### config.mk
export PLATFORM = sky130hd
export DESIGN_NAME = rr_priority_arbiter
export DESIGN_NICKNAME = d
export VERILOG_FILES = /design/src/rtl/rr_priority_arbiter_pkg.sv /design/src/rtl/rr_priority_arbiter_rr_pick.sv /design/src/rtl/rr_priority_arbiter.sv
export SDC_FILE = /design/constraint.sdc
export NUM_CORES = 1
export LEC_CHECK = 0
export BUFFER_PORTS_ARGS = -buffer_cell sky130_fd_sc_hd__buf_2
export CORE_MARGIN = 4
export CORE_UTILIZATION = 55
export DETAILED_ROUTE_END_ITERATION = 6
export PLACE_DENSITY = 0.8
export SETUP_SLACK_MARGIN = 0.1
export SLEW_MARGIN = 10
export SYNTH_ARGS = -nofsm -noshare
export SYNTH_HDL_FRONTEND = slang
export SYNTH_HIERARCHICAL = 1
export SYNTH_SLANG_ARGS = --single-unit
### constraint.sdc
create_clock -name clk -period 5.2 [get_ports clk]
set_input_delay 0 -clock clk [delete_from_list [all_inputs] [get_ports clk]]
set_output_delay 0 -clock clk [all_outputs]
set_load 0.01 [all_outputs]
### src/rtl/rr_priority_arbiter_pkg.sv
// Shared types and constants for the registered request arbiter.
// Holds policy codes, FSM state encoding and an index-width helper.
package rr_priority_arbiter_pkg;

    localparam int MODE_FIXED = 0;
    localparam int MODE_RR    = 1;

    typedef enum logic {
        ST_IDLE = 1'b0,
        ST_BUSY = 1'b1
    } state_t;

    // Index width, never narrower than one bit.
    function automatic int idx_w(input int n);
        return ($clog2(n) < 1) ? 1 : $clog2(n);
    endfunction

endpackage

### src/rtl/rr_priority_arbiter_rr_pick.sv
// Combinational winner picker: rotate by last, highest-index encode, un-rotate.
// Ports: cand (candidates), last (pointer), mode (1=rr), win (index), found.
module rr_pick
    import rr_priority_arbiter_pkg::*;
#(
    parameter int N     = 4,
    parameter int IDX_W = idx_w(N)
) (
    input  logic [N-1:0]     cand,
    input  logic [IDX_W-1:0] last,
    input  logic             mode,
    output logic [IDX_W-1:0] win,
    output logic             found
);

    localparam logic [IDX_W:0] NW = (IDX_W+1)'(N);

    logic [IDX_W-1:0] sh;
    logic [N-1:0]     rot;
    logic [IDX_W:0]   rsum;
    logic [IDX_W-1:0] pos;
    logic [IDX_W:0]   wsum;

    // rot[j] = cand[(j+sh) mod N]; the top of rot is requester last-1,
    // so the last-served requester lands at the bottom (lowest priority).
    always_comb begin
        sh    = mode ? last : '0;
        rot   = '0;
        rsum  = '0;
        pos   = '0;
        wsum  = '0;
        found = |cand;
        for (int j = 0; j < N; j++) begin
            rsum = (IDX_W+1)'(j) + {1'b0, sh};
            if (rsum >= NW) rsum = rsum - NW;
            rot[j] = cand[rsum[IDX_W-1:0]];
        end
        for (int j = 0; j < N; j++) begin
            if (rot[j]) pos = IDX_W'(j);
        end
        wsum = {1'b0, pos} + {1'b0, sh};
        if (wsum >= NW) wsum = wsum - NW;
        win = wsum[IDX_W-1:0];
    end

endmodule

### src/rtl/rr_priority_arbiter.sv
// Registered N-way arbiter with fixed or round-robin policy and grant locking.
// Ports: req/en/done in; gnt (one-hot), gnt_idx, gnt_vld registered; any_req comb.
module rr_priority_arbiter
    import rr_priority_arbiter_pkg::*;
#(
    parameter int N     = 4,
    parameter int MODE  = 0,
    parameter int IDX_W = idx_w(N)
) (
    input  logic             clk,
    input  logic             reset,
    input  logic [N-1:0]     req,
    input  logic             en,
    input  logic             done,
    output logic [N-1:0]     gnt,
    output logic [IDX_W-1:0] gnt_idx,
    output logic             gnt_vld,
    output logic             any_req
);

    localparam logic RR_EN = (MODE == MODE_RR);

    state_t           state, state_n;
    logic [IDX_W-1:0] last, last_n;
    logic [N-1:0]     gnt_n;
    logic [IDX_W-1:0] idx_n;
    logic             vld_n;

    logic [N-1:0]     cand;
    logic [IDX_W-1:0] pick_last;
    logic [IDX_W-1:0] win;
    logic             found;
    logic             rel;

    assign any_req = |req;

    // While busy the holder is excluded and the pointer the pick sees is
    // the holder itself, i.e. the value last takes on release.
    assign cand      = (state == ST_BUSY) ? (req & ~gnt) : req;
    assign pick_last = (state == ST_BUSY) ? gnt_idx : last;
    assign rel       = done | ~req[gnt_idx];

    rr_pick #(
        .N     (N),
        .IDX_W (IDX_W)
    ) u_pick (
        .cand  (cand),
        .last  (pick_last),
        .mode  (RR_EN),
        .win   (win),
        .found (found)
    );

    always_comb begin
        state_n = state;
        last_n  = last;
        gnt_n   = gnt;
        idx_n   = gnt_idx;
        vld_n   = gnt_vld;
        unique case (state)
            ST_IDLE: begin
                gnt_n = '0;
                idx_n = '0;
                vld_n = 1'b0;
                if (en && found) begin
                    gnt_n[win] = 1'b1;
                    idx_n      = win;
                    vld_n      = 1'b1;
                    state_n    = ST_BUSY;
                end
            end
            ST_BUSY: begin
                if (rel) begin
                    last_n = gnt_idx;
                    gnt_n  = '0;
                    idx_n  = '0;
                    vld_n  = 1'b0;
                    if (en && found) begin
                        gnt_n[win] = 1'b1;
                        idx_n      = win;
                        vld_n      = 1'b1;
                    end else begin
                        state_n = ST_IDLE;
                    end
                end
            end
            default: begin
                state_n = ST_IDLE;
                gnt_n   = '0;
                idx_n   = '0;
                vld_n   = 1'b0;
            end
        endcase
    end

    always_ff @(posedge clk) begin
        if (reset) begin
            state   <= ST_IDLE;
            last    <= '0;
            gnt     <= '0;
            gnt_idx <= '0;
            gnt_vld <= 1'b0;
        end else begin
            state   <= state_n;
            last    <= last_n;
            gnt     <= gnt_n;
            gnt_idx <= idx_n;
            gnt_vld <= vld_n;
        end
    end

endmodule

==> results by stage <==
STA:
- The setup-violating endpoint count in the final report is 0.
- Of the available clock period, the critical path in the final layout requires 45.64%.
- For the final routed database, the setup TNS stands at 0 ps.
- The final-report max-slew violation count was 0.
- Setup repair after global routing left no endpoint under its margin.
- The final worst setup slack is 2827 ps.
- The worst hold slack is 19.27 ps.
- The slew at the pin with the worst max-slew slack is 700.5 ps.
- For this run, the top clock speed supported by timing is 0.4213 GHz.
- The number of endpoints with negative hold slack in the final report is 0.
- The final critical-path required period is 2373 ps.
- On the final layout, the worst clock skew is 7.425 ps.
- The worst pin sits at a relative slew slack of 52.88%.

Yosys:
- Synthesis instantiated 38 different standard cells from the library.
- The number of nets handed over by synthesis was 97.
- The post-synthesis cell count is 89.
- The Yosys warning count is 6.
- The number of synthesized register bits is 10.
- The mapped netlist covers 810.8 um^2.
- For this run, the leading register cell type out of synthesis is dfxtp_1.
- The share of synthesized registers carrying an async set or reset is 0%.
- In this run, synthesis inferred 0 flip-flops with an integrated enable.
- Dividing the synthesized area by the synthesized cell count gives 9.110 um^2.
- Of the synthesized area, sequential elements account for 24.69%.

Place:
- The final HPWL from detailed placement is 1333 um.
- At the end of routability-driven placement, the weighted congestion stood at 0.8763.
- Before CTS, the worst setup slack after placement is 2871 ps.
- Buffers placed on the I/O ports in this run total 15.

GRT:
- Global routing finished with a remaining overflow of 0.
- Entering global routing, the biggest net connects 13 pins.
- The global-route total usage across every layer is 19.94%.
- The number of global-route vias before repair is 674.
- The first global-routing pass estimated 3036 um of wire.
- The number of antenna violations at the first check in global routing is 0.

Setup path:
- The worst setup path is of the reg -> reg kind.
- The launch point of the worst reg-to-reg path is state$_SDFF_PP0_.
- For flop-to-flop paths, the worst setup slack is 2830 ps.
- The required time at the worst-slack endpoint is 5360 ps.
- Of all nets on the critical path, the largest fanout is 8.
- The depth of the worst register-to-register path is 7.
- The worst setup path is launched from a flip-flop.
- The endpoint identified for the worst register-to-register timing path is gnt[0]$_SDFFE_PP0P_.
- STA classifies the critical path endpoint as a flip-flop.
- Data arrives at the worst endpoint at 2540 ps.

Route:
- The post-detailed-route wirelength per cell is 14.50 um.
- The detail route stage leaves a number of antenna-violating nets equal to 0.
- The total routed wirelength is 1711 um.
- The via count of the routed design is 718.
- For this run, the detailed router's first-pass iteration total came to 4.
- The average vias per placed instance is 6.085.
- The count of unresolved DRC violations after routing is 0.
- The iteration-0 DRC count of the detailed router is 19.

Power and ir drop:
- The worst vdd rail ir drop is 172.0 uV.
- Summed over all cells, the static leakage comes to 0.0004010 uW.
- The power per unit of standard cell area is 231.9 nW/um^2.

Floorplan:
- The starting density of the core is 60.06%.
- The die covers 2153 um^2.
- The die is 46.40 um tall.
- The number of placement rows is 13.
- The region available for standard cell placement spans 1350 um^2.
- The number of placed I/O pins is 16.
- The die is 46.40 um wide.

Outcome:
- The flow ran to the end, and the final reports show no timing, DRC or antenna violations.

Layout:
- Counting the fill cells in the layout gives 108.
- Cells with a size suffix above 1 make up 29.13% of the layout.
- For this run, the post-layout net count is 112.
- In the layout the commonest cells are buf_2, dfxtp_1, mux2i_1.
- The sequential cells in the finished layout cover a total of 200.2 um^2.
- At the end of the flow the core is filled with cells to 66.82%.
- The number of antenna repair diodes is 0.
- The multi-input combinational cells in the finished layout cover a total of 571.8 um^2.
- Compared with the post-synthesis result, the final layout area differs by 11.27%.
- The library cell used most frequently in the layout, excluding fill and tap cells, is buf_2.

CTS:
- The number of gates resized after CTS is 0.
- The cell sitting at the root of the clock tree is a clkbuf_4.
- In this run the post-CTS setup repair buffer count came out at 0.
- The CTS tree is done.
- After clock tree synthesis, the clock-pin slew on the worst setup and hold paths is 70 ps.
- The count of hold buffers inserted by post-cts repair is 0.
- The TritonCTS buffer count is 3.
- Clock tree synthesis found a total of 10 sinks.
- No sink is reached through more buffers than the 2 on the longest clock path.
- CTS built an H-tree with a depth of 1.
- The clock insertion delay at the later pin of the skew report is 270 ps.

Hold path:
- The launch point of the worst hold path is en.
- The worst hold path passes through 3 cells.
- The path class of the tightest hold or removal check is in -> reg.
- For hold timing, the worst endpoint is state$_SDFF_PP0_.

Flow run:
- The number of maximum-capacitance constraint violations is 0.
==> stage by stage <==
step	std cells	area [um^2]	total power (uW)
floorplan	89	810.8	129.3
global placement	114	865.8	138.7
detailed placement	114	865.8	140.3
CTS	118	902.1	210.1
global route	118	902.1	221.1
finish	118	902.1	209.2
==> area by class of cell <==
class | count | area share (%)
Clock buffer | 4 | 4.022
Multi-Input combinational cell | 74 | 63.38
Sequential cell | 10 | 22.19
Tap cell | 15 | 2.080
Timing Repair Buffer | 15 | 8.322
==> worst max-delay path by stage <==
| stage | start | to | slack [ps] | cells past startpoint |
|---|---|---|---|---|
| after floorplan | state$_SDFF_PP0_ | gnt[0]$_SDFFE_PP0P_ | 3000 | 9 |
| after global placement | state$_SDFF_PP0_ | gnt[0]$_SDFFE_PP0P_ | 2910 | 7 |
| after global routing | state$_SDFF_PP0_ | gnt[2]$_SDFFE_PP0P_ | 2600 | 8 |
| final | state$_SDFF_PP0_ | gnt[0]$_SDFFE_PP0P_ | 2830 | 7 |
| after CTS | state$_SDFF_PP0_ | gnt[0]$_SDFFE_PP0P_ | 2850 | 7 |
| after detailed placement | state$_SDFF_PP0_ | gnt[0]$_SDFFE_PP0P_ | 2870 | 7 |
==> layer usage <==
metal	wire length (um)	vias up	GRT usage, %
li1	-	351	-
met1	763	333	25.64
met2	757	29	31.32
met3	167	5	7.031
met4	23	0	5.114
met5	0	-	0
==> state kept, by name (all words and copies together) (netlist names) <==
name and cells:
gnt 4, gnt_idx 2, last 2, gnt_vld 1, state 1
==> report_power, final <==
| group | switching, uW | internal, uW |
|---|---|---|
| Combinational | 29.7 | 23.9 |
| Sequential | 4.80 | 81.1 |
| Clock | 27.2 | 42.5 |
| Total | 61.7 | 148 |
==> worst max-delay path, cell delays in order, from the launching register on <==
cell      delay, ps
dfxtp_1         390
a21boi_0        610
o22a_1          250
o22ai_1         100
and3_1          210
nor4_2          340
nor3_1          100
mux2_4          270
==> synth_stat cells (2+ instances only) <==
master,n,share of area [%]
mux2_2,3,4.2
nor2b_1,3,2.3
o211ai_1,2,1.9
nand3b_1,3,2.8
a21oi_1,3,1.9
dfxtp_1,10,25
nand2b_1,6,4.6
nor2_1,6,2.8
a21boi_0,4,3.7
nor3b_1,2,1.9
o22a_1,2,2.2
buf_6,2,2.8
nand2_1,6,2.8
o21ai_0,4,2.5
mux2_4,2,3.7
mux2i_1,8,9.9
nand2_4,2,2.8
==> logic make-up (layout without fill, tap and decap cells) <==
| logic type | after synthesis | count (layout) | synth area share, % |
|---|---|---|---|
| other | 1 | 1 | 0.4625 |
| flip-flops | 10 | 10 | 24.69 |
| AO/OA/AOI/OAI | 22 | 22 | 22.84 |
| multiplexers | 13 | 13 | 17.75 |
| buffers and inverters | 5 | 19 | 4.783 |
| AND/OR/NAND/NOR | 37 | 37 | 28.39 |
| XOR/XNOR | 1 | 1 | 1.080 |
No activity file was read; power rests on OpenSTA's default activity.
